==> config.mk <==
export PLATFORM = sky130hd
export DESIGN_NAME = controller_responder
export DESIGN_NICKNAME = d
export VERILOG_FILES = /design/src/rtl/controller_responder.sv
export SDC_FILE = /design/constraint.sdc
export NUM_CORES = 1
export LEC_CHECK = 0
export CORE_UTILIZATION = 40
export DETAILED_ROUTE_END_ITERATION = 6
export PLACE_DENSITY = 0.73
export SLEW_MARGIN = 20
export SYNTH_ARGS = -nofsm -noshare
export SYNTH_HDL_FRONTEND = slang
export SYNTH_SLANG_ARGS = --single-unit
==> constraint.sdc <==
create_clock -name clk -period 4.6 [get_ports clk]
set_input_delay 0.92 -clock clk [delete_from_list [all_inputs] [get_ports clk]]
set_output_delay 0.92 -clock clk [all_outputs]
set_load 0.01 [all_outputs]
==> src/rtl/controller_responder.sv <==
// rtl/controller_responder.sv - device-side serial game-controller responder (latch/pulse shift-out)
// Optional turbo-fire masking is enabled with CONTROLLER_RESPONDER_TURBO_EN.
module controller_responder #(
    parameter int NUM_BUTTONS     = 8,
    parameter int SYNC_STAGES     = 2,
    parameter int DATA_ACTIVE_LOW = 1
`ifdef CONTROLLER_RESPONDER_TURBO_EN
    ,
    parameter int TURBO_FRAMES    = 4
`endif
) (
    input  logic                               clk,
    input  logic                               rst,
    input  logic [NUM_BUTTONS-1:0]             buttons,
`ifdef CONTROLLER_RESPONDER_TURBO_EN
    input  logic [NUM_BUTTONS-1:0]             turbo_mask,
`endif
    input  logic                               latch,
    input  logic                               pulse,
    output logic                               data,
    output logic [$clog2(NUM_BUTTONS+1)-1:0]   bit_idx,
    output logic                               busy,
    output logic                               frame_done
);

    localparam int IW = $clog2(NUM_BUTTONS + 1);
    localparam logic [IW-1:0] N_IDX = IW'(NUM_BUTTONS);
    localparam logic DAL = (DATA_ACTIVE_LOW != 0);

    typedef enum logic [1:0] {S_IDLE, S_LOAD, S_SHIFT} state_t;

    state_t                   state_q;
    logic [NUM_BUTTONS-1:0]   shreg_q;
    logic [NUM_BUTTONS-1:0]   shreg_d;
    logic [NUM_BUTTONS-1:0]   load_val;
    logic [IW-1:0]            bit_idx_q;
    logic                     data_q;
    logic                     busy_q;
    logic                     frame_done_q;

    logic [SYNC_STAGES-1:0]   latch_sync_q;
    logic [SYNC_STAGES-1:0]   pulse_sync_q;
    logic                     latch_prev_q;
    logic                     pulse_prev_q;
    logic                     latch_s;
    logic                     pulse_s;
    logic                     latch_rise;
    logic                     latch_fall;
    logic                     pulse_rise;

    always_ff @(posedge clk) begin
        if (rst) begin
            latch_sync_q <= '0;
            pulse_sync_q <= '0;
            latch_prev_q <= 1'b0;
            pulse_prev_q <= 1'b0;
        end else begin
            latch_sync_q <= {latch_sync_q[SYNC_STAGES-2:0], latch};
            pulse_sync_q <= {pulse_sync_q[SYNC_STAGES-2:0], pulse};
            latch_prev_q <= latch_s;
            pulse_prev_q <= pulse_s;
        end
    end

    assign latch_s    = latch_sync_q[SYNC_STAGES-1];
    assign pulse_s    = pulse_sync_q[SYNC_STAGES-1];
    assign latch_rise = latch_s & ~latch_prev_q;
    assign latch_fall = ~latch_s & latch_prev_q;
    assign pulse_rise = pulse_s & ~pulse_prev_q;

    assign shreg_d = {1'b0, shreg_q[NUM_BUTTONS-1:1]};

`ifdef CONTROLLER_RESPONDER_TURBO_EN
    localparam int TW = $clog2(TURBO_FRAMES + 1);
    logic [TW-1:0] turbo_cnt_q;
    logic          turbo_phase_q;

    // Phase flips on the first rise of each new block, so frames 1..TURBO_FRAMES use phase 0.
    always_ff @(posedge clk) begin
        if (rst) begin
            turbo_cnt_q   <= '0;
            turbo_phase_q <= 1'b0;
        end else if (latch_rise) begin
            if (turbo_cnt_q == TW'(TURBO_FRAMES)) begin
                turbo_cnt_q   <= TW'(1);
                turbo_phase_q <= ~turbo_phase_q;
            end else begin
                turbo_cnt_q   <= turbo_cnt_q + TW'(1);
            end
        end
    end

    assign load_val = buttons & ~(turbo_mask & {NUM_BUTTONS{turbo_phase_q}});
`else
    assign load_val = buttons;
`endif

    always_ff @(posedge clk) begin
        if (rst) begin
            state_q      <= S_IDLE;
            shreg_q      <= '0;
            bit_idx_q    <= N_IDX;
            data_q       <= DAL;
            busy_q       <= 1'b0;
            frame_done_q <= 1'b0;
        end else begin
            frame_done_q <= 1'b0;
            if (latch_rise) begin
                // A latch rise always restarts the frame, even mid-shift, and swallows a coincident pulse.
                state_q   <= S_LOAD;
                shreg_q   <= load_val;
                data_q    <= load_val[0] ^ DAL;
                bit_idx_q <= '0;
                busy_q    <= 1'b0;
            end else begin
                case (state_q)
                    S_LOAD: begin
                        if (latch_fall) begin
                            state_q <= S_SHIFT;
                            busy_q  <= 1'b1;
                        end else begin
                            shreg_q   <= load_val;
                            data_q    <= load_val[0] ^ DAL;
                            bit_idx_q <= '0;
                        end
                    end
                    S_SHIFT: begin
                        if (pulse_rise && !latch_s) begin
                            shreg_q   <= shreg_d;
                            data_q    <= shreg_d[0] ^ DAL;
                            bit_idx_q <= bit_idx_q + IW'(1);
                            if (bit_idx_q + IW'(1) == N_IDX) begin
                                state_q      <= S_IDLE;
                                frame_done_q <= 1'b1;
                                busy_q       <= 1'b0;
                            end
                        end
                    end
                    default: begin
                        if (pulse_rise && !latch_s) begin
                            shreg_q <= shreg_d;
                            data_q  <= shreg_d[0] ^ DAL;
                        end
                    end
                endcase
            end
        end
    end

    assign data       = data_q;
    assign bit_idx    = bit_idx_q;
    assign busy       = busy_q;
    assign frame_done = frame_done_q;

endmodule
==> flow_summary_export.csv, run 1 <==
group,metric,value,unit
worst_setup_path,rrSetupSlack,2.70,ns
worst_setup_path,cpPeakStageDelay,0.59,ns
worst_setup_path,path_depth,1,
worst_setup_path,critPathLaunchType,"flop",
die,dieHeight,50.2,um
global_route,grt_pass1_vias,655,
power_and_ir_drop,irDropWorstVdd,207,uV
timing,relSlewSlack,57.3,%
worst_setup_path,arrival,1.36,ns
cells_and_area,mostFrequentLayoutCell,"dfxtp_1",
clocking,cts_resized,0,
worst_setup_path,crit_fanout,9,
timing,worst_pin_slew,0.639,ns
worst_setup_path,worstRegToRegCells,6,
route,drt-initial-drc-count,6,
route,num_vias,701,
synth,syn_nets,109,
synth,synth_mux_area_share,12.9,%
global_route,antenna_found_initial,0,
status,outcome,"finished, final reports clean",
route,ant_nets,0,
placed_design,preCtsSetupSlack,2.16,ns
timing,final_hold_viol_count,0,
timing,fmax,439,MHz
synth,yosys.area_share.adder,4.04,%
die,core-area,2190,um^2
worst_setup_path,crit_slowest_cell,"clkdlybuf4s50_1",
global_route,gr-usage-all-layers,14.5,%
die,die_w,50.2,um
synth,yosys.area_share.simple,18.4,%
timing,finClkSkew,0.00122,ns
route,drc,0,
clocking,cts_inserted_buffers,3,
route,first_pass_iters,4,
clocking,clk_latency,0.29,ns
clocking,cts_root_buf,"clkbuf_4",
clocking,cts.sinks,21,
placed_design,port_buffers,18,
clocking,path_clk_slew,0.10,ns
timing,fin_crit_sh,49.6,%
timing,period_minus_slack,2.28,ns
worst_setup_path,worstPathCellList,"clkdlybuf4s50_1",
cells_and_area,fill_cells,212,
clocking,holdBufCountCts,0,
cells_and_area,syn2layout_area_growth,24.5,%
die,io_pins,19,
worst_setup_path,cp.buffers_inverters,1,
clocking,post_cts_buffers,0,
synth,synth_top_family_by_area,"simple AND/OR/NAND/NOR gates",
global_route,grt_pass1_wl,2730,um
synth,synth_seq_cells,21,
timing,rsz0062_at_grt,"no",
die,initial_utilization,42.4,%
clocking,cts_tree,"done",
power_and_ir_drop,powerDensity,284,nW/um^2
synth,yosys_warnings,0,
min_path,hold_path_depth,1,
cells_and_area,post-route-util,52.8,%
synth,synth_area,930,um^2
placed_design,dp_hpwl,1160,um
worst_setup_path,r2r_start,"latch_sync_q[1]",
worst_setup_path,crit_required,3.68,ns
job,cap_violations,0,
cells_and_area,mostFrequentLayoutCells,"dfxtp_1 (21), clkdlybuf4s50_1 (18), nor2_1 (10)",
global_route,grt_max_degree,19,
timing,finalSetupViolations,0,
synth,yosysUniqueCellTypes,30,
synth,netlist_instances,94,
worst_setup_path,crit_type,"flop to output pin",
power_and_ir_drop,leakagePower,0.462,nW
clocking,clockBufferDepth,2,
timing,whs,0.454,ns
synth,seq_area_frac_synth,45.2,%
synth,synth_compound_area_share,13.1,%
timing,setup_tns,0,ns
placed_design,gp_congestion,0.813,
clocking,cts_htree_levels,1,
synth,synth_xor_area_share,2.83,%
die,rows,17,
cells_and_area,diodes,0,
min_path,hold_path.class,"flop to flop",
worst_setup_path,cp-endpoint,"busy",
timing,fin_ws,2.32,ns
cells_and_area,fin_nets,129,
worst_setup_path,reg2reg_to,"data",
worst_setup_path,critPathLaunch,"busy",
worst_setup_path,cp-end-kind,"output pin",
timing,maxSlewViolCount,0,
die,dieArea,2520,um^2
worst_setup_path,critPathTopFamily,"buffers and inverters",
synth,syn_area_per_cell,9.89,um^2
route,via_per_inst,4.97,
cells_and_area,drive_gt1_share,7.96,%
global_route,grt_overflow,0,
route,routed_wl,1520,um
route,post_drt_wl_per_cell,10.8,um
==> cells in the mapped netlist <==
cell | number | share of area, %
nor3_1 | 2 | 1.1
nand2_1 | 3 | 1.2
nor2_2 | 1 | 0.67
mux2_4 | 2 | 3.2
nand2b_1 | 1 | 0.67
o21ai_0 | 3 | 1.6
nor4_1 | 2 | 1.3
a211oi_1 | 6 | 4.8
o31ai_1 | 1 | 0.81
nor2_1 | 10 | 4.0
and3b_1 | 1 | 0.94
dfxtp_1 | 21 | 45
a21oi_1 | 2 | 1.1
a211o_1 | 1 | 0.94
xnor2_1 | 2 | 1.9
a31oi_1 | 1 | 0.67
or3b_4 | 1 | 1.2
o41ai_1 | 1 | 0.94
ha_1 | 3 | 4.0
or2_1 | 1 | 0.67
clkbuf_1 | 1 | 0.40
buf_2 | 2 | 1.1
nor2b_1 | 7 | 4.7
or3b_2 | 1 | 0.94
mux2i_1 | 9 | 9.7
or3b_1 | 1 | 0.94
a21boi_0 | 1 | 0.81
inv_1 | 5 | 2.0
xor2_1 | 1 | 0.94
a31oi_2 | 1 | 1.3
==> kinds of logic (layout without fill, tap and decap cells) <==
family | count (synthesis) | count (layout)
flip-flops | 21 | 21
multiplexers | 11 | 11
AO/OA/AOI/OAI | 17 | 17
AND/OR/NAND/NOR | 31 | 31
XOR/XNOR | 3 | 3
adder cells (fa/ha/maj) | 3 | 3
buffers and inverters | 8 | 27
==> metrics by stage <==
stage / power [mW] / instance area [um^2] / cells
global route: 0.349 / 1160 / 141
global placement: 0.249 / 1130 / 137
CTS: 0.336 / 1160 / 141
finish: 0.329 / 1160 / 141
detailed placement: 0.250 / 1130 / 137
floorplan: 0.232 / 930 / 94
==> how the worst min path moves through the flow <==
stage,from,to,slack (ns)
after detailed placement,pulse_sync_q[0],pulse_sync_q[1],0.43
after CTS,pulse_sync_q[0],pulse_sync_q[1],0.46
after global routing,pulse_sync_q[0],pulse_sync_q[1],0.48
final,pulse_sync_q[0],pulse_sync_q[1],0.45
after floorplan,latch_sync_q[0],latch_sync_q[1],0.41
after global placement,latch_sync_q[0],latch_sync_q[1],0.42
==> area by class of cell <==
type / instances / area (um^2) / share of cell area, %
Timing Repair Buffer: 18 / 180 / 15.6
Multi-Input combinational cell: 65 / 477 / 41.2
Sequential cell: 21 / 420 / 36.3
Tap cell: 28 / 35.0 / 3.03
Clock buffer: 4 / 26.3 / 2.27
Inverter: 5 / 18.8 / 1.62
==> metal layers <==
layer | wire (um) | vias to the layer above | global-route usage [%]
met2 | 738 | 11 | 24.0
met1 | 722 | 320 | 17.3
met5 | 0 | - | 0
met4 | 17 | 0 | 8.57
li1 | - | 368 | -
met3 | 44 | 2 | 2.73
==> state kept, by name, indices dropped and copies added, names as in the netlist <==
| register | count |
|---|---|
| shreg_q | 7 |
| latch_prev_q | 1 |
| data | 1 |
| latch_sync_q | 2 |
| pulse_prev_q | 1 |
| frame_done | 1 |
| busy | 1 |
| state_q | 1 |
| bit_idx | 4 |
| pulse_sync_q | 2 |
==> where the power goes <==
group	internal [mW]	leakage (nW)	total, mW	switching (mW)
Combinational	0.0265	0.275	0.0474	0.0209
Sequential	0.192	0.172	0.198	0.00588
Clock	0.0337	0.0150	0.0835	0.0498
(Power assumes the default switching activity.)
==> run 2: changes to the inputs <==
Clock period 4.6 ns to 2.1 ns, I/O delays scaled along.
==> run 2 against run 1 <==
Net effect:
- critical path depth is the same
- non-clock buffer count up 3
- cell count grew 2.1%
- die area is the same
- register-to-register slack got worse by 2.3 ns
- total power increased by 130%
- first-iteration DRC count grew 17%
- highest routed layer unchanged
==> flow_summary_export.csv, run 2 (synthesized netlist as in run 1, its figures left out) <==
group,metric,value,unit
status,outcome,"finished, final reports clean",
cells_and_area,fin_area,1180,um^2
timing,setup_tns,0,ns
route,first_pass_iters,4,
die,die_w,50.2,um
timing,finalSetupViolations,0,
worst_setup_path,crit_slowest_cell,"clkdlybuf4s50_1",
clocking,cts_inserted_buffers,3,
route,ant_nets,0,
worst_setup_path,critPathLaunchType,"flop",
worst_setup_path,reg2reg_to,"bit_idx[0]",
die,dieHeight,50.2,um
cells_and_area,diodes,0,
timing,rsz0062_at_grt,"no",
min_path,min_to,"latch_sync_q[1]",
clocking,post_cts_buffers,0,
cells_and_area,final_cells,144,
worst_setup_path,crit_type,"flop to output pin",
clocking,cts_root_buf,"clkbuf_4",
cells_and_area,regArea,420,um^2
power_and_ir_drop,powerDensity,633,nW/um^2
power_and_ir_drop,leakagePower,0.477,nW
cells_and_area,multi_input_area,477,um^2
die,initial_utilization,42.4,%
clocking,cts_htree_levels,1,
route,post_drt_wl_per_cell,11.9,um
timing,fmax,547,MHz
timing,maxSlewViolCount,0,
placed_design,port_buffers,18,
route,drc,0,
clocking,cts_tree,"done",
cells_and_area,largest_register_ffs,7,
timing,fin_ws,0.273,ns
worst_setup_path,cpPeakStageDelay,0.59,ns
worst_setup_path,worstPathCellList,"clkdlybuf4s50_1",
cells_and_area,syn2layout_area_growth,26.9,%
route,via_per_inst,5.19,
worst_setup_path,crit_required,1.68,ns
job,cap_violations,0,
cells_and_area,post-route-util,53.9,%
die,dieArea,2520,um^2
route,num_vias,747,
worst_setup_path,arrival,1.41,ns
power_and_ir_drop,p_total,0.747,mW
global_route,grt_max_degree,15,
timing,fin_crit_sh,87.0,%
worst_setup_path,r2r_start,"latch_sync_q[1]",
cells_and_area,top_register,"shreg_q",
worst_setup_path,crit_fanout,9,
timing,whs,0.454,ns
die,rows,17,
global_route,gr-usage-all-layers,16.4,%
placed_design,preCtsSetupSlack,0.397,ns
clocking,clockBufferDepth,2,
placed_design,placed_area,1150,um^2
worst_setup_path,critPathTopFamily,"buffers and inverters",
clocking,holdBufCountCts,0,
clocking,cts_resized,0,
route,routed_wl,1720,um
power_and_ir_drop,irDropWorstVdd,316,uV
global_route,antenna_found_initial,0,
global_route,grt_pass1_vias,711,
clocking,clk_latency,0.31,ns
placed_design,place_inst,140,
die,io_pins,19,
timing,period_minus_slack,1.83,ns
worst_setup_path,cp.buffers_inverters,1,
cells_and_area,fill_cells,202,
timing,relSlewSlack,75.3,%
timing,finClkSkew,0.00637,ns
worst_setup_path,rrSetupSlack,0.39,ns
cells_and_area,drive_gt1_share,10.3,%
global_route,grt_overflow,0,
placed_design,gp_congestion,0.847,
timing,worst_pin_slew,0.370,ns
placed_design,dp_hpwl,1290,um
route,drt-initial-drc-count,7,
cells_and_area,fin_nets,132,
global_route,grt_pass1_wl,3060,um
timing,final_hold_viol_count,0,
cells_and_area,mostFrequentLayoutCell,"dfxtp_1",
min_path,hold_start,"latch_sync_q[0]",
clocking,cts.sinks,21,
worst_setup_path,cp-end-kind,"output pin",
min_path,hold_path.class,"flop to flop",
clocking,path_clk_slew,0.12,ns
min_path,hold_path_depth,1,
die,core-area,2190,um^2
worst_setup_path,worstRegToRegCells,4,
cells_and_area,mostFrequentLayoutCells,"dfxtp_1 (21), clkdlybuf4s50_1 (18), nor2_1 (10)",
## run 2: area by class of cell
class | instances | share of cell area [%]
inverter | 5 | 1.59
timing repair buffer | 21 | 17.2
clock buffer | 4 | 2.23
tap | 28 | 2.97
sequential | 21 | 35.6
multi-input combinational | 65 | 40.4
## run 2: metal layers
layer | GRT usage, % | share of wire, %
met3 | 2.73 | 2.8
met5 | 0 | 0
met4 | 10.0 | 2.4
met1 | 21.3 | 46
met2 | 25.1 | 48
## run 2: worst reg2reg max path, delay by kind of cell (launching register included)
family | cells | cell delay (ns)
DFF | 1 | 0.34
and+or+nand+nor | 3 | 0.99
muxes | 1 | 0.33
## run 2: worst max-delay path by stage
stage               startpoint  slack (ns)  cells after the start    endpoint
2_1_floorplan  latch_sync_q[1]        0.48                      5  bit_idx[0]
3_3_place_gp               rst        0.37                      3  shreg_q[7]
3_5_place_dp   latch_sync_q[1]        0.40                      4  bit_idx[0]
4_1_cts                   busy        0.26                      1        busy
5_1_grt                   busy        0.18                      1        busy
6_report                  busy        0.27                      1        busy
## run 2: where the power goes
group	internal [mW]	leakage (nW)	switching, mW
registers	0.421	0.172	0.0135
logic	0.0634	0.290	0.0499
clock network	0.0744	0.0150	0.125
total	0.559	0.477	0.188
